## config.mk

```make
export PLATFORM = sky130hd
export DESIGN_NAME = led_phase_scheduler
export DESIGN_NICKNAME = d
export VERILOG_FILES = /design/src/rtl/led_phase_scheduler.sv
export SDC_FILE = /design/constraint.sdc
export NUM_CORES = 1
export LEC_CHECK = 0
export BUFFER_PORTS_ARGS = -buffer_cell sky130_fd_sc_hd__buf_2
export CORE_ASPECT_RATIO = 0.6
export CORE_MARGIN = 2
export CORE_UTILIZATION = 45
export CTS_CLUSTER_DIAMETER = 100
export CTS_CLUSTER_SIZE = 28
export DETAILED_ROUTE_END_ITERATION = 7
export HOLD_SLACK_MARGIN = 0.15
export PLACE_DENSITY_LB_ADDON = 0.15
export SYNTH_ARGS = -nofsm -noshare
export SYNTH_HDL_FRONTEND = slang
export SYNTH_SLANG_ARGS = --single-unit
```

## constraint.sdc

```tcl
create_clock -name CLK -period 2.55 [get_ports CLK]
set_input_delay 0.51 -clock CLK [delete_from_list [all_inputs] [get_ports CLK]]
set_output_delay 0.51 -clock CLK [all_outputs]
set_load 0.005 [all_outputs]
```

## src/rtl/led_phase_scheduler.sv

```systemverilog
// LED phase scheduler: cycles RED/IR LED phases and captures one ADC sample per phase.
// Define LED_PHASE_DARK_EN to append an ambient DARK phase (both LEDs off) to every frame.
module led_phase_scheduler #(
  parameter int unsigned PHASE_LEN  = 10,
  parameter int unsigned SAMPLE_IDX = 8
) (
  input  logic       CLK,
  input  logic       rst,
  input  logic       enable,
  input  logic       cfg_valid,
  input  logic [6:0] cfg_red_dc,
  input  logic [6:0] cfg_ir_dc,
  input  logic [3:0] cfg_red_pga,
  input  logic [3:0] cfg_ir_pga,
  input  logic [3:0] cfg_led_drive,
  input  logic [7:0] ADC,
  output logic       LED_RED,
  output logic       LED_IR,
  output logic [6:0] DC_Comp,
  output logic [3:0] PGA_Gain,
  output logic [3:0] LED_DRIVE,
  output logic [7:0] RED_ADC_Value,
  output logic [7:0] IR_ADC_Value,
  output logic [7:0] DARK_ADC_Value,
  output logic       red_valid,
  output logic       ir_valid,
  output logic       dark_valid,
  output logic       frame_done,
  output logic       busy
);
  localparam logic [1:0] ST_IDLE = 2'd0;
  localparam logic [1:0] ST_RED  = 2'd1;
  localparam logic [1:0] ST_IR   = 2'd2;
  localparam logic [1:0] ST_DARK = 2'd3;

  localparam logic [7:0] LP_LAST      = 8'(PHASE_LEN - 1);
  localparam logic [7:0] LP_SAMPLE    = 8'(SAMPLE_IDX);
  localparam logic [6:0] LP_DC_RST    = 7'd64;
  localparam logic [3:0] LP_DRIVE_RST = 4'd10;

  logic [1:0] r_state, w_state_d;
  logic [7:0] r_cnt, w_cnt_d;
  logic [6:0] r_sh_red_dc, r_sh_ir_dc, r_act_red_dc, r_act_ir_dc;
  logic [3:0] r_sh_red_pga, r_sh_ir_pga, r_sh_drive;
  logic [3:0] r_act_red_pga, r_act_ir_pga, r_act_drive;
  logic [6:0] w_sh_red_dc, w_sh_ir_dc, w_act_red_dc, w_act_ir_dc;
  logic [3:0] w_sh_red_pga, w_sh_ir_pga, w_sh_drive;
  logic [3:0] w_act_red_pga, w_act_ir_pga, w_act_drive;
  logic       w_last, w_capture, w_red_entry, w_frame_end;
  logic [6:0] w_dc_d;
  logic [3:0] w_pga_d, w_drive_d;
  logic       r_led_red, r_led_ir, r_red_valid, r_ir_valid, r_frame_done, r_busy;
  logic [6:0] r_dc;
  logic [3:0] r_pga, r_drive;
  logic [7:0] r_red_adc, r_ir_adc;

  assign w_last    = (r_cnt == LP_LAST);
  assign w_capture = enable && (r_state != ST_IDLE) && (r_cnt == LP_SAMPLE);

  always_comb begin
    w_state_d   = r_state;
    w_frame_end = 1'b0;
    case (r_state)
      ST_IDLE: if (enable) w_state_d = ST_RED;
      ST_RED: begin
        if (!enable)     w_state_d = ST_IDLE;
        else if (w_last) w_state_d = ST_IR;
      end
      ST_IR: begin
        if (!enable) begin
          w_state_d = ST_IDLE;
        end else if (w_last) begin
`ifdef LED_PHASE_DARK_EN
          w_state_d   = ST_DARK;
`else
          w_state_d   = ST_RED;
          w_frame_end = 1'b1;
`endif
        end
      end
`ifdef LED_PHASE_DARK_EN
      ST_DARK: begin
        if (!enable) begin
          w_state_d = ST_IDLE;
        end else if (w_last) begin
          w_state_d   = ST_RED;
          w_frame_end = 1'b1;
        end
      end
`endif
      default: w_state_d = ST_IDLE;
    endcase
  end

  assign w_cnt_d     = (w_state_d != r_state || w_state_d == ST_IDLE) ? 8'd0 : r_cnt + 8'd1;
  assign w_red_entry = (w_state_d == ST_RED) && (r_state != ST_RED);

  // A cfg write landing on the RED-entry edge is forwarded straight into the active set.
  assign w_sh_red_dc   = cfg_valid ? cfg_red_dc    : r_sh_red_dc;
  assign w_sh_ir_dc    = cfg_valid ? cfg_ir_dc     : r_sh_ir_dc;
  assign w_sh_red_pga  = cfg_valid ? cfg_red_pga   : r_sh_red_pga;
  assign w_sh_ir_pga   = cfg_valid ? cfg_ir_pga    : r_sh_ir_pga;
  assign w_sh_drive    = cfg_valid ? cfg_led_drive : r_sh_drive;
  assign w_act_red_dc  = w_red_entry ? w_sh_red_dc  : r_act_red_dc;
  assign w_act_ir_dc   = w_red_entry ? w_sh_ir_dc   : r_act_ir_dc;
  assign w_act_red_pga = w_red_entry ? w_sh_red_pga : r_act_red_pga;
  assign w_act_ir_pga  = w_red_entry ? w_sh_ir_pga  : r_act_ir_pga;
  assign w_act_drive   = w_red_entry ? w_sh_drive   : r_act_drive;

  always_comb begin
    w_dc_d    = LP_DC_RST;
    w_pga_d   = 4'd0;
    w_drive_d = 4'd0;
    case (w_state_d)
      ST_RED:  begin w_dc_d = w_act_red_dc; w_pga_d = w_act_red_pga; w_drive_d = w_act_drive; end
      ST_IR:   begin w_dc_d = w_act_ir_dc;  w_pga_d = w_act_ir_pga;  w_drive_d = w_act_drive; end
      ST_DARK: begin w_dc_d = w_act_ir_dc;  w_pga_d = w_act_ir_pga; end
      default: ;
    endcase
  end

  always_ff @(posedge CLK) begin
    if (rst) begin
      r_state       <= ST_IDLE;
      r_cnt         <= 8'd0;
      r_sh_red_dc   <= LP_DC_RST;
      r_sh_ir_dc    <= LP_DC_RST;
      r_sh_red_pga  <= 4'd0;
      r_sh_ir_pga   <= 4'd0;
      r_sh_drive    <= LP_DRIVE_RST;
      r_act_red_dc  <= LP_DC_RST;
      r_act_ir_dc   <= LP_DC_RST;
      r_act_red_pga <= 4'd0;
      r_act_ir_pga  <= 4'd0;
      r_act_drive   <= LP_DRIVE_RST;
      r_led_red     <= 1'b0;
      r_led_ir      <= 1'b0;
      r_dc          <= LP_DC_RST;
      r_pga         <= 4'd0;
      r_drive       <= 4'd0;
      r_red_adc     <= 8'd0;
      r_ir_adc      <= 8'd0;
      r_red_valid   <= 1'b0;
      r_ir_valid    <= 1'b0;
      r_frame_done  <= 1'b0;
      r_busy        <= 1'b0;
    end else begin
      r_state       <= w_state_d;
      r_cnt         <= w_cnt_d;
      r_sh_red_dc   <= w_sh_red_dc;
      r_sh_ir_dc    <= w_sh_ir_dc;
      r_sh_red_pga  <= w_sh_red_pga;
      r_sh_ir_pga   <= w_sh_ir_pga;
      r_sh_drive    <= w_sh_drive;
      r_act_red_dc  <= w_act_red_dc;
      r_act_ir_dc   <= w_act_ir_dc;
      r_act_red_pga <= w_act_red_pga;
      r_act_ir_pga  <= w_act_ir_pga;
      r_act_drive   <= w_act_drive;
      r_led_red     <= (w_state_d == ST_RED);
      r_led_ir      <= (w_state_d == ST_IR);
      r_dc          <= w_dc_d;
      r_pga         <= w_pga_d;
      r_drive       <= w_drive_d;
      r_red_valid   <= w_capture && (r_state == ST_RED);
      r_ir_valid    <= w_capture && (r_state == ST_IR);
      r_frame_done  <= w_frame_end;
      r_busy        <= (w_state_d != ST_IDLE);
      if (w_capture && r_state == ST_RED) r_red_adc <= ADC;
      if (w_capture && r_state == ST_IR)  r_ir_adc  <= ADC;
    end
  end

`ifdef LED_PHASE_DARK_EN
  logic [7:0] r_dark_adc;
  logic       r_dark_valid;

  always_ff @(posedge CLK) begin
    if (rst) begin
      r_dark_adc   <= 8'd0;
      r_dark_valid <= 1'b0;
    end else begin
      r_dark_valid <= w_capture && (r_state == ST_DARK);
      if (w_capture && r_state == ST_DARK) r_dark_adc <= ADC;
    end
  end

  assign DARK_ADC_Value = r_dark_adc;
  assign dark_valid     = r_dark_valid;
`else
  assign DARK_ADC_Value = 8'd0;
  assign dark_valid     = 1'b0;
`endif

  assign LED_RED       = r_led_red;
  assign LED_IR        = r_led_ir;
  assign DC_Comp       = r_dc;
  assign PGA_Gain      = r_pga;
  assign LED_DRIVE     = r_drive;
  assign RED_ADC_Value = r_red_adc;
  assign IR_ADC_Value  = r_ir_adc;
  assign red_valid     = r_red_valid;
  assign ir_valid      = r_ir_valid;
  assign frame_done    = r_frame_done;
  assign busy          = r_busy;

endmodule
```

==> results.json <==
{
  "max-slew-margin-rel_pct": 57.4,
  "combPwrFrac_pct": 9.1,
  "rows": 26,
  "synth_common_cells": "dfxtp_1 (99), nor2_1 (35), nor3_1 (23)",
  "grt_overflow": 0,
  "cts_resized": 0,
  "ys_seq_elements": 99,
  "clkPwrFrac_pct": 42.8,
  "clk_latency_ns": 0.34,
  "ant_nets": 0,
  "yosysWarningCount": 0,
  "antennaDiodeCount": 0,
  "cts.sinks": 99,
  "stdcell_count": 589,
  "switching_share_pct": 22.6,
  "required_ns": 2.84,
  "tns_ns": 0,
  "cts_tree": "done",
  "syn_avg_cell_area_sq_um": 10.2,
  "setup.worst_path.start_class": "register",
  "area_growth_pct": 21.1,
  "grt_usage_pct": 18.4,
  "power_density_nw_per_um2": 684,
  "h-tree-depth": 3,
  "fin_worst_skew_ns": 0.00791,
  "hold_viol": 0,
  "fp.dieW_um": 127,
  "fin_nets": 518,
  "path_max_fanout": 16,
  "vias": 2958,
  "yosys.cell_types.count": 46,
  "period_share_pct": 94.5,
  "slew_viol_final": 0,
  "drive_above_1_share_pct": 34.4,
  "fmax_mhz": 415,
  "syn_inst": 399,
  "intPower_mw": 2.61,
  "place_ws_ns": 0.0362,
  "grt_pass1_wl_um": 14100,
  "syn_area_sq_um": 4080,
  "ys_seq_area_share_pct": 48.6,
  "start_util_pct": 47.1,
  "power.switching_mw": 0.764,
  "antenna_found_initial": 0,
  "seq_power_share_pct": 48.1,
  "grt_max_degree": 45,
  "vdd_drop_max_uv": 371,
  "yosysMostFrequentCell": "dfxtp_1",
  "outcome": "finished clean",
  "crit_type": "reg2reg",
  "detail_route.first_pass.iterations": 4,
  "drc": 0,
  "ios": 84,
  "cts_buffer_depth": 2,
  "routabilityCongestion": 0.796,
  "clk_pin_slew_ns": 0.07,
  "postCtsSetupBuffers": 0,
  "fin_total_pwr_mw": 3.38,
  "core_region_area_sq_um": 8650,
  "dieArea_sq_um": 9860,
  "viasPerCell": 5.02,
  "synth-main-ff-cell": "dfxtp_1",
  "synthTopCellsByArea": "dfxtp_1 (49%), mux2i_1 (5.4%), mux2_2 (5.2%)",
  "fin_ws_ns": 0.140,
  "setup_viol": 0,
  "hpwl_um": 6150,
  "max_cap_violations": 0,
  "wl_um": 9160,
  "crit_path_end_kind": "register",
  "post-route-min-period_ns": 2.41,
  "portBuffers": 74,
  "hold_class": "in2reg",
  "drtIter0Drc": 130,
  "dp.cells": 572,
  "numCtsBuffers": 9,
  "clock-root-buffer": "clkbuf_16",
  "synth_top_cell_area_share_pct": 48.6,
  "netlist.top_cell.by_area": "dfxtp_1",
  "synth_edf_count": 0,
  "grt_pass1_vias": 2787,
  "fp.dieH_um": 77.7,
  "rrSetupSlack_ns": 0.14,
  "p_leak_nw": 2.25,
  "avgRoutedWirePerCell_um": 15.6,
  "synth_async_sr_flop_share_pct": 0,
  "critPathArrivalTime_ns": 2.70,
  "cts_hold_buf": 0,
  "worst_pin_slew_ns": 0.639
}
==> path summary, 6_finish.rpt <==
check	start	to	cells past startpoint
setup / recovery	r_cnt[1]$_SDFF_PP0_	LED_DRIVE[2]$_SDFF_PP0_	11
hold / removal	ADC[0]	RED_ADC_Value[0]$_SDFFE_PP0P_	3
setup reg to reg	r_cnt[1]$_SDFF_PP0_	LED_DRIVE[2]$_SDFF_PP0_	11
hold reg to reg	r_act_drive[3]$_SDFF_PP1_	r_act_drive[3]$_SDFF_PP1_	2
==> placed cells by master, fill, tap and decap left out, drive strengths merged, types with 2 or more instances in the layout <==
| cell type | count |
|---|---|
| o21ba | 14 |
| clkinv | 2 |
| nand4 | 2 |
| bufinv | 2 |
| mux2i | 22 |
| nor2b | 22 |
| o21ai | 17 |
| conb | 9 |
| xnor2 | 3 |
| and3 | 16 |
| a211oi | 2 |
| dfxtp | 99 |
| buf | 87 |
| ha | 8 |
| o21a | 3 |
| nand3b | 2 |
| mux2 | 20 |
| a21boi | 21 |
| nor3 | 24 |
| nor3b | 2 |
| nand2b | 10 |
| nor2 | 37 |
| inv | 9 |
| and2 | 3 |
| xor2 | 3 |
| clkbuf | 11 |
| a21oi | 13 |
| nand3 | 5 |
==> layer usage <==
layer	share of wire [%]	vias up	GRT usage, %
met3	4.9	5	5.31
met4	0.53	0	5.27
li1	-	1494	-
met1	53	1391	27.9
met5	0	-	0
met2	41	68	25.2
==> cell type report <==
cell class | instances | area (sq um)
Sequential cell | 99 | 1980
Tap cell | 112 | 140
Multi-Input combinational cell | 267 | 1960
Clock inverter | 6 | 87.6
Inverter | 7 | 26.3
Fill cell | 789 | 3710
Timing Repair Buffer | 88 | 509
Clock buffer | 10 | 229
==> metrics by stage <==
step | instance area [sq um] | hold slack, ns | util (%)
3_3_place_gp | 4510 | 0.451 | 52.1
5_1_grt | 4940 | 0.421 | 57.1
2_1_floorplan | 4110 | 0.436 | -
6_report | 4940 | 0.407 | 57.1
4_1_cts | 4820 | 0.401 | 55.8
3_5_place_dp | 4510 | 0.461 | 52.1
==> worst max-delay path, stage by stage, from the launching register on <==
cell      delay (ns)
dfxtp_1         0.32
inv_1           0.07
ha_1            0.16
or3b_2          0.49
nor3_2          0.21
o21ai_2         0.15
ha_4            0.21
inv_1           0.07
buf_6           0.19
nor2_1          0.11
a211oi_2        0.21
and2_1          0.16
==> sequential cells by signal, indices dropped and copies added, names as in the netlist, 7 cells and up <==
signal         cells
IR_ADC_Value       8
r_act_ir_dc        7
RED_ADC_Value      8
DC_Comp            7
r_cnt              8
r_sh_red_dc        7
r_act_red_dc       7
r_sh_ir_dc         7
==> power groups by stage <==
| stage | Combinational [mW] | Clock (mW) | Sequential [mW] |
|---|---|---|---|
| floorplan | 0.202 | 0 | 1.65 |
| global placement | 0.275 | 0 | 1.66 |
| detailed placement | 0.282 | 0 | 1.66 |
| CTS | 0.285 | 1.47 | 1.62 |
| global route | 0.340 | 1.54 | 1.63 |
| finish | 0.309 | 1.45 | 1.62 |
==> cell families (layout without fill, tap and decap cells) <==
group,after synthesis,after routing,synth area share (%)
and+or+nand+nor,130,130,18.0
other,1,9,0.0920
DFF,99,99,48.6
xor gates and xnor gates,6,6,1.29
adders and majority gates,8,8,2.45
buffers and inverters,41,111,6.04
AOI/OAI and AO/OA,72,72,12.5
muxes,42,42,11.0
(Power assumes the default switching activity.)
